--- src/rtl/sec_pkg.sv ---
// rtl/sec_pkg.sv - mode encodings and helpers shared by the security zone controller
package sec_pkg;

  typedef enum logic [2:0] {
    MODE_DISARMED = 3'd0,
    MODE_EXIT     = 3'd1,
    MODE_ARMED    = 3'd2,
    MODE_ENTRY    = 3'd3,
    MODE_ALARM    = 3'd4,
    MODE_LOCKOUT  = 3'd5
  } sec_mode_e;

  function automatic int max3(input int a, input int b, input int c);
    int m;
    m = (a > b) ? a : b;
    return (m > c) ? m : c;
  endfunction

endpackage

--- src/rtl/sec_delay_timer.sv ---
// rtl/sec_delay_timer.sv - loadable down-counter shared by exit, entry and lockout delays
module sec_delay_timer #(
  parameter int W = 6
) (
  input  logic         clk,
  input  logic         rst,
  input  logic         load_i,
  input  logic [W-1:0] load_val_i,
  output logic [W-1:0] value_o,
  output logic         zero_o
);

  logic [W-1:0] count_q;
  logic [W-1:0] count_d;

  always_comb begin
    count_d = count_q;
    if (load_i) begin
      count_d = load_val_i;
    end else if (count_q != '0) begin
      count_d = count_q - W'(1);
    end
  end

  always_ff @(posedge clk) begin
    if (rst) begin
      count_q <= '0;
    end else begin
      count_q <= count_d;
    end
  end

  assign value_o = count_q;
  assign zero_o  = (count_q == '0);

endmodule

--- src/rtl/security_zone_controller.sv ---
// rtl/security_zone_controller.sv - arm/entry/alarm FSM with PIN disarm and lockout
// Optional zone bypass input enabled by defining SEC_ZONE_BYPASS_EN.
module security_zone_controller
  import sec_pkg::*;
#(
  parameter int                NUM_ZONES      = 5,
  parameter int                PIN_W          = 4,
  parameter logic [PIN_W-1:0]  DISARM_PIN     = 4'h0,
  parameter int                EXIT_CYCLES    = 16,
  parameter int                ENTRY_CYCLES   = 8,
  parameter int                MAX_ATTEMPTS   = 3,
  parameter int                LOCKOUT_CYCLES = 32
) (
  input  logic                              clk,
  input  logic                              rst,
  input  logic                              arm_req,
  input  logic [NUM_ZONES-1:0]              motion,
  input  logic [PIN_W-1:0]                  pin,
  input  logic                              pin_valid,
`ifdef SEC_ZONE_BYPASS_EN
  input  logic [NUM_ZONES-1:0]              bypass_mask,
`endif
  output logic [2:0]                        mode,
  output logic                              alarm,
  output logic [NUM_ZONES-1:0]              trig_zones,
  output logic                              pin_ok,
  output logic                              pin_err,
  output logic [$clog2(MAX_ATTEMPTS+1)-1:0] fail_cnt
);

  localparam int TW = $clog2(max3(EXIT_CYCLES, ENTRY_CYCLES, LOCKOUT_CYCLES) + 1);
  localparam int FW = $clog2(MAX_ATTEMPTS + 1);

  sec_mode_e            state_q, state_d;
  logic [NUM_ZONES-1:0] trig_q, trig_d;
  logic [FW-1:0]        fail_q, fail_d;
  logic                 ok_q, ok_d, err_q, err_d, alarm_q;
  logic                 tmr_load;
  logic [TW-1:0]        tmr_load_val;
  logic [TW-1:0]        tmr_value;
  logic                 tmr_zero;
  logic [NUM_ZONES-1:0] zones;
  logic                 pin_active;

`ifdef SEC_ZONE_BYPASS_EN
  assign zones = motion & ~bypass_mask;
`else
  assign zones = motion;
`endif

  sec_delay_timer #(.W(TW)) u_timer (
    .clk        (clk),
    .rst        (rst),
    .load_i     (tmr_load),
    .load_val_i (tmr_load_val),
    .value_o    (tmr_value),
    .zero_o     (tmr_zero)
  );

  assign pin_active = (state_q == MODE_EXIT) || (state_q == MODE_ARMED) ||
                      (state_q == MODE_ENTRY) || (state_q == MODE_ALARM);

  always_comb begin
    state_d      = state_q;
    trig_d       = trig_q;
    fail_d       = fail_q;
    ok_d         = 1'b0;
    err_d        = 1'b0;
    tmr_load     = 1'b0;
    tmr_load_val = '0;
    // A PIN entry outranks timer expiry and motion in the same cycle
    if (pin_active && pin_valid) begin
      if (pin == DISARM_PIN) begin
        state_d = MODE_DISARMED;
        ok_d    = 1'b1;
        fail_d  = '0;
      end else begin
        err_d = 1'b1;
        if (int'(fail_q) + 1 >= MAX_ATTEMPTS) begin
          fail_d       = FW'(MAX_ATTEMPTS);
          state_d      = MODE_LOCKOUT;
          tmr_load     = 1'b1;
          tmr_load_val = TW'(LOCKOUT_CYCLES - 1);
        end else begin
          fail_d = fail_q + FW'(1);
        end
      end
    end else begin
      case (state_q)
        MODE_DISARMED: begin
          if (arm_req) begin
            state_d      = MODE_EXIT;
            trig_d       = '0;
            tmr_load     = 1'b1;
            tmr_load_val = TW'(EXIT_CYCLES - 1);
          end
        end
        MODE_EXIT: begin
          if (tmr_zero) state_d = MODE_ARMED;
        end
        MODE_ARMED: begin
          if (|zones) begin
            state_d      = MODE_ENTRY;
            trig_d       = trig_q | zones;
            tmr_load     = 1'b1;
            tmr_load_val = TW'(ENTRY_CYCLES - 1);
          end
        end
        MODE_ENTRY: begin
          trig_d = trig_q | zones;
          if (tmr_zero) state_d = MODE_ALARM;
        end
        MODE_ALARM: begin
          trig_d = trig_q | zones;
        end
        MODE_LOCKOUT: begin
          if (tmr_zero) begin
            state_d = MODE_ALARM;
            fail_d  = '0;
          end
        end
        default: state_d = MODE_DISARMED;
      endcase
    end
  end

  always_ff @(posedge clk) begin
    if (rst) begin
      state_q <= MODE_DISARMED;
      trig_q  <= '0;
      fail_q  <= '0;
      ok_q    <= 1'b0;
      err_q   <= 1'b0;
      alarm_q <= 1'b0;
    end else begin
      state_q <= state_d;
      trig_q  <= trig_d;
      fail_q  <= fail_d;
      ok_q    <= ok_d;
      err_q   <= err_d;
      alarm_q <= (state_d == MODE_ALARM) || (state_d == MODE_LOCKOUT);
    end
  end

  assign mode       = state_q;
  assign alarm      = alarm_q;
  assign trig_zones = trig_q;
  assign pin_ok     = ok_q;
  assign pin_err    = err_q;
  assign fail_cnt   = fail_q;

  logic unused_tmr;
  assign unused_tmr = ^tmr_value;

endmodule

--- config.mk ---
export PLATFORM = sky130hd
export DESIGN_NAME = security_zone_controller
export DESIGN_NICKNAME = d
export VERILOG_FILES = /design/src/rtl/sec_pkg.sv /design/src/rtl/sec_delay_timer.sv /design/src/rtl/security_zone_controller.sv
export SDC_FILE = /design/constraint.sdc
export NUM_CORES = 1
export LEC_CHECK = 0
export ABC_AREA = 1
export CORE_UTILIZATION = 40
export CTS_CLUSTER_DIAMETER = 40
export DETAILED_ROUTE_END_ITERATION = 6
export DONT_BUFFER_PORTS = 1
export GPL_TIMING_DRIVEN = 0
export HOLD_SLACK_MARGIN = 0.08
export SLEW_MARGIN = 10
export SYNTH_ARGS = -nofsm -noshare
export SYNTH_HDL_FRONTEND = slang
export SYNTH_HIERARCHICAL = 1
export SYNTH_SLANG_ARGS = --single-unit
export TNS_END_PERCENT = 50
--- constraint.sdc ---
create_clock -name clk -period 2.6 [get_ports clk]
set_input_delay 0.26 -clock clk [delete_from_list [all_inputs] [get_ports clk]]
set_output_delay 0.26 -clock clk [all_outputs]
set_load 0.02 [all_outputs]
After elaboration in Yosys (flattened, before gate mapping)
Index checks and enable logic that the tools add are counted.
{ "op_classes": {"n_reduce_logical": 19, "mux": 32, "add_sub_neg": 3, "n_eq_ne": 9, "n_bitwise": 2, "order_cmp": 1} }
{ "op_table": {"columns": ["cell", "count"], "rows": [
  ["$mux W3", 8],
  ["$mux W5", 4],
  ["$mux W6", 3],
  ["$pmux W3 S5", 1],
  ["$pmux W5 S3", 1],
  ["$eq A3 B3 Y1 const B", 4],
  ["$mux W2", 5],
  ["$pmux W4 S2", 1],
  ["$mux W1", 7],
  ["$eq A3 B2 Y1 const B", 2],
  ["$logic_not A6 Y1", 1],
  ["$reduce_bool A2 Y1", 3],
  ["$reduce_bool A6 Y1", 1],
  ["$reduce_or A2 Y1", 3],
  ["$sub A6 B1 Y6 const B", 1],
  ["$or A5 B5 Y5", 1],
  ["$reduce_or A5 Y1", 1],
  ["$logic_not A4 Y1", 1],
  ["$logic_or A1 B1 Y1", 4],
  ["$mux W4", 1],
  ["$reduce_and A4 Y1", 1],
  ["$add A2 B1 Y3 const B", 1],
  ["$eq A3 B1 Y1 const B", 1],
  ["$ge A3 B2 Y1 const B", 1],
  ["9 further kinds", 9]
]} }
{ "totals": {"ff_bits": 19, "input_bits": 13, "output_inout_bits": 13} }

Longest topological paths before layout
{ "logic_depth": {"ltp_word": 8, "mapped_depth": 12} }

By module
The synthesis kept the hierarchy.
{ "modules_own_cells": {"columns": ["module", "seq_area_each_um2", "cells_per_inst", "area_per_inst_um2", "n_inst"], "rows": [
  ["security_zone_controller", 260.2, 90, 641.9, 1],
  ["sec_delay_timer", 120.1, 61, 402.9, 1]
]} }

Worst setup path after synthesis
Ideal clock, no wire load.
{ "synth_timing": {"path_kind": "register to register", "from": "register state_q[2], in the netlist mode[2]", "to": "register u_timer.count_q[0], in the netlist u_timer/value_o[0]", "slack_ns": 0.742, "path_stages_with_launch": 13, "arrival_time_ns": 1.742, "setup_ns": 0.116, "path_cell_list": "dfxtp_1 inv_1 nand2_2 nand2_2 nor2_4 nand3_1 o21ai_0 buf_6 inv_2 nand4_4 clkinv_1 nand2_1 a21oi_1"} }
{ "synth_between": {"elab_chain_cells": 7, "elab_cells_between_ends": 15, "classes_between": "eq/ne: 4; mux: 5; reduce/logical: 6"} }
{ "synth_lines": {"columns": ["element", "line", "rtl"], "rows": [
  ["start, declared", "security_zone_controller.sv:34", "sec_mode_e state_q, state_d;"],
  ["start signal, assigned", "security_zone_controller.sv:136", "state_q <= state_d;"],
  ["$eq A3 B1 Y1 or $eq A3 B2 Y1 (tied branches)", "security_zone_controller.sv:60, security_zone_controller.sv:89", null],
  ["$logic_or A1 B1 Y1 (2 in a row)", "security_zone_controller.sv:60", "assign pin_active = (state_q == MODE_EXIT) || (state_q == MODE_ARMED) ||"],
  ["$logic_or A1 B1 Y1", "security_zone_controller.sv:61", "(state_q == MODE_ENTRY) || (state_q == MODE_ALARM);"],
  ["$logic_and A1 B1 Y1", "security_zone_controller.sv:72", "if (pin_active && pin_valid) begin"],
  ["$mux W1 *", "security_zone_controller.sv:72", null],
  ["net tmr_load", "security_zone_controller.sv:38", "logic tmr_load;"],
  ["$mux W6 or $reduce_bool A2 Y1 (tied branches)", null, null],
  ["end signal, assigned", "sec_delay_timer.sv:29", "count_q <= count_d;"],
  ["end, declared", "sec_delay_timer.sv:13", "logic [W-1:0] count_q;"]
]} }
Mark *: on every way through the listed nets, which the timed path passes. The rest lies on a longest branch.
A chain may end at the register's enable or synchronous reset.

Final worst setup path
Same ends and word-level chain as after synthesis.

==> metrics.txt <==
Worst Path Arrival=2.41 ns; Tcrit/Tclk final=0.838; vias in the first global route=859; worst setup path class=flop to flop; core box area=2480 um^2; post-route minimum period=2.18 ns; cells after synthesis=151; Final Hold Vio Count=0; Max Fclk=459 MHz; TritonCTS Buffers=3; Synth area leader=dfxtp_1; Port Buffer Count=0; area of the multi-input gates=567 um^2; layout cells sized above 1=0.0897; clk slew on worst S/H paths=0.11 ns; CP required=2.83 ns; clk_skew=0.0102 ns; FP Rows=18; Clock Tree Buf Depth=2; die area=2820 um^2; WP buf/inv=4; area grow syn2layout=7.07%; ANT cells=0; worst slack, placed=0.412 ns; CP top delay family=compound AO/OA/AOI/OAI gates; initial core utilization=0.422; post-synth top area share=0.364; clock root buffer=clkbuf_4; synthesized area=1040 um^2; Syn Nets=166; DRT antenna net count=0; M1 GR Usage=0.209; Clk Latency, worst-skew pair=0.29 ns; WL/cell=11.7 um; commonest non-fill, non-tap cells in the layout=nand2_1 (37), inv_1 (21), dfxtp_1 (19); total track usage=0.172; RSZ-0062 raised after global routing=false; total placed instance area=1080 um^2; Final Setup Violations=0; first-pass GRT wire length=3510 um; Die Wd=53.1 um; vias per inst=5.06; GR peak layer=met2; Max IR drop VDD=0.548 mV; Yosys warning total=6; max_cap viols=0; largest net degree at the start of global routing=11; Pre-Repair DR Iteration Count=4; Static Leak=0.508 nW; crit-path cells=inv_1 -> nand3_1 -> a21boi_0 -> o21ai_0 -> buf_6 -> inv_2 -> nand4_4 -> clkinv_1 -> nand2_1 -> a21oi_1; Area contributors post-synth=dfxtp_1 (36%), nand2_1 (13%), inv_1 (7.5%); CTS HTree Levels=1; Global Route met2 Usage=0.287; clk sinks=19; Post-Synthesis Mean Instance Area=6.92 um^2; nets=172; PnR worst setup slack=0.420 ns; max-slew violation total from the final report=0; Starting DRT DRC Count=15; crit path launch type=flop; PD cells=1170 nW/um^2; status=complete, no violations; Finished Layout Cells=186; final core occ=0.452; Crit-path slowest cell=dfxtp_1; storage element area=380 um^2; Die Height=53.1 um; Crit. End Element=flop; #FFs+latches synth=19; DRC violation count after routing=0; sequential-to-total area share from yosys stat=0.364; hold crit path type=primary input to flop; final instance area=1120 um^2; Cell Count Post-Placement=181; critical path peak fanout=9; setup TNS=0 ns; fill cell count=275; post-DP HPWL=1710 um; TritonCTS clock tree=yes; # IOs=26; commonest non-fill, non-tap cell in the layout=nand2_1; met3 Track Usage GR=0.0431; hold_ws=0.140 ns; Tot Pwr=1.30 mW; crit-path max cell delay=0.54 ns; Cell variety after synth=25; total grt overflow=0; routability-driven placement congestion ratio=0.798; initial antenna violation count=0; vias after detailed routing=942; aggregate routed wire length=2170 um; post-CTS sizing=0
[state kept, by name, summed over array words and instances, names as in the netlist]
signal and cells:
pin_err 1, alarm 1, fail_cnt 2, mode 3, pin_ok 1, u_timer/value_o 6
trig_zones 5
[power by group]
group | internal [mW] | switching [mW]
Combinational | 0.240 | 0.403
Sequential | 0.375 | 0.140
Clock | 0.0596 | 0.0870
[layout make-up]
class / instances / share of cell area
Clock buffer: 4 / 0.0235
Buffer: 1 / 0.0101
Tap cell: 30 / 0.0336
Sequential cell: 19 / 0.340
Inverter: 23 / 0.0772
Timing Repair Buffer: 1 / 0.00895
Multi-Input combinational cell: 108 / 0.507
[logic make-up after synthesis]
family / count (synthesis) / share of synthesized area
and+or+nand+nor: 79 / 0.376
adders and majority gates: 2 / 0.0239
AOI/OAI and AO/OA: 25 / 0.131
buffers and inverters: 24 / 0.0934
DFF: 19 / 0.364
other: 1 / 0.00359
xor gates and xnor gates: 1 / 0.00838
[final timing paths]
path	from	endpoint	slack (ns)	cells past startpoint
min reg2reg	u_timer/value_o[0]	u_timer/value_o[0]	0.51	2
max	mode[2]	u_timer/value_o[0]	0.42	10
min	motion[4]	trig_zones[4]	0.14	2
max reg2reg	mode[2]	u_timer/value_o[0]	0.42	10
[routing by layer]
metal  vias up  part of all wire  wire, um
met4         0            0.0060        13
met1       426              0.46       986
met5         -                 0         0
met3         2             0.031        68
li1        503                 -         -
met2        11              0.51      1100
[repair_timing]
action / in CTS / in global routing
endpoints found under the hold margin: 7 / 0
hold buffers: 1 / 0
setup buffers: 0 / 0
[worst reg2reg max path, stage by stage (launching register included)]
cell and delay, ns:
dfxtp_1 0.54, inv_1 0.21, nand3_1 0.19, a21boi_0 0.28, o21ai_0 0.23, buf_6 0.20, inv_2 0.09, nand4_4 0.14
clkinv_1 0.08, nand2_1 0.05, a21oi_1 0.13
[synthesized netlist by cell type]
| cell | instances |
|---|---|
| o21ai_0 | 6 |
| o211ai_1 | 2 |
| conb_1 | 1 |
| nor2_1 | 11 |
| nand3b_1 | 2 |
| clkinv_1 | 1 |
| inv_1 | 21 |
| nand3_1 | 12 |
| nand3_2 | 1 |
| ha_1 | 2 |
| nand4_1 | 6 |
| a21boi_0 | 1 |
| nand2_2 | 3 |
| buf_6 | 1 |
| nor3_1 | 2 |
| o21ai_1 | 2 |
| a21oi_1 | 13 |
| nand4_4 | 1 |
| xor2_1 | 1 |
| o2111ai_1 | 1 |
| nand2_1 | 37 |
| inv_2 | 1 |
| nor2_4 | 3 |
| dfxtp_1 | 19 |
| nor2_2 | 1 |
Power figures use the tool's default switching activity.
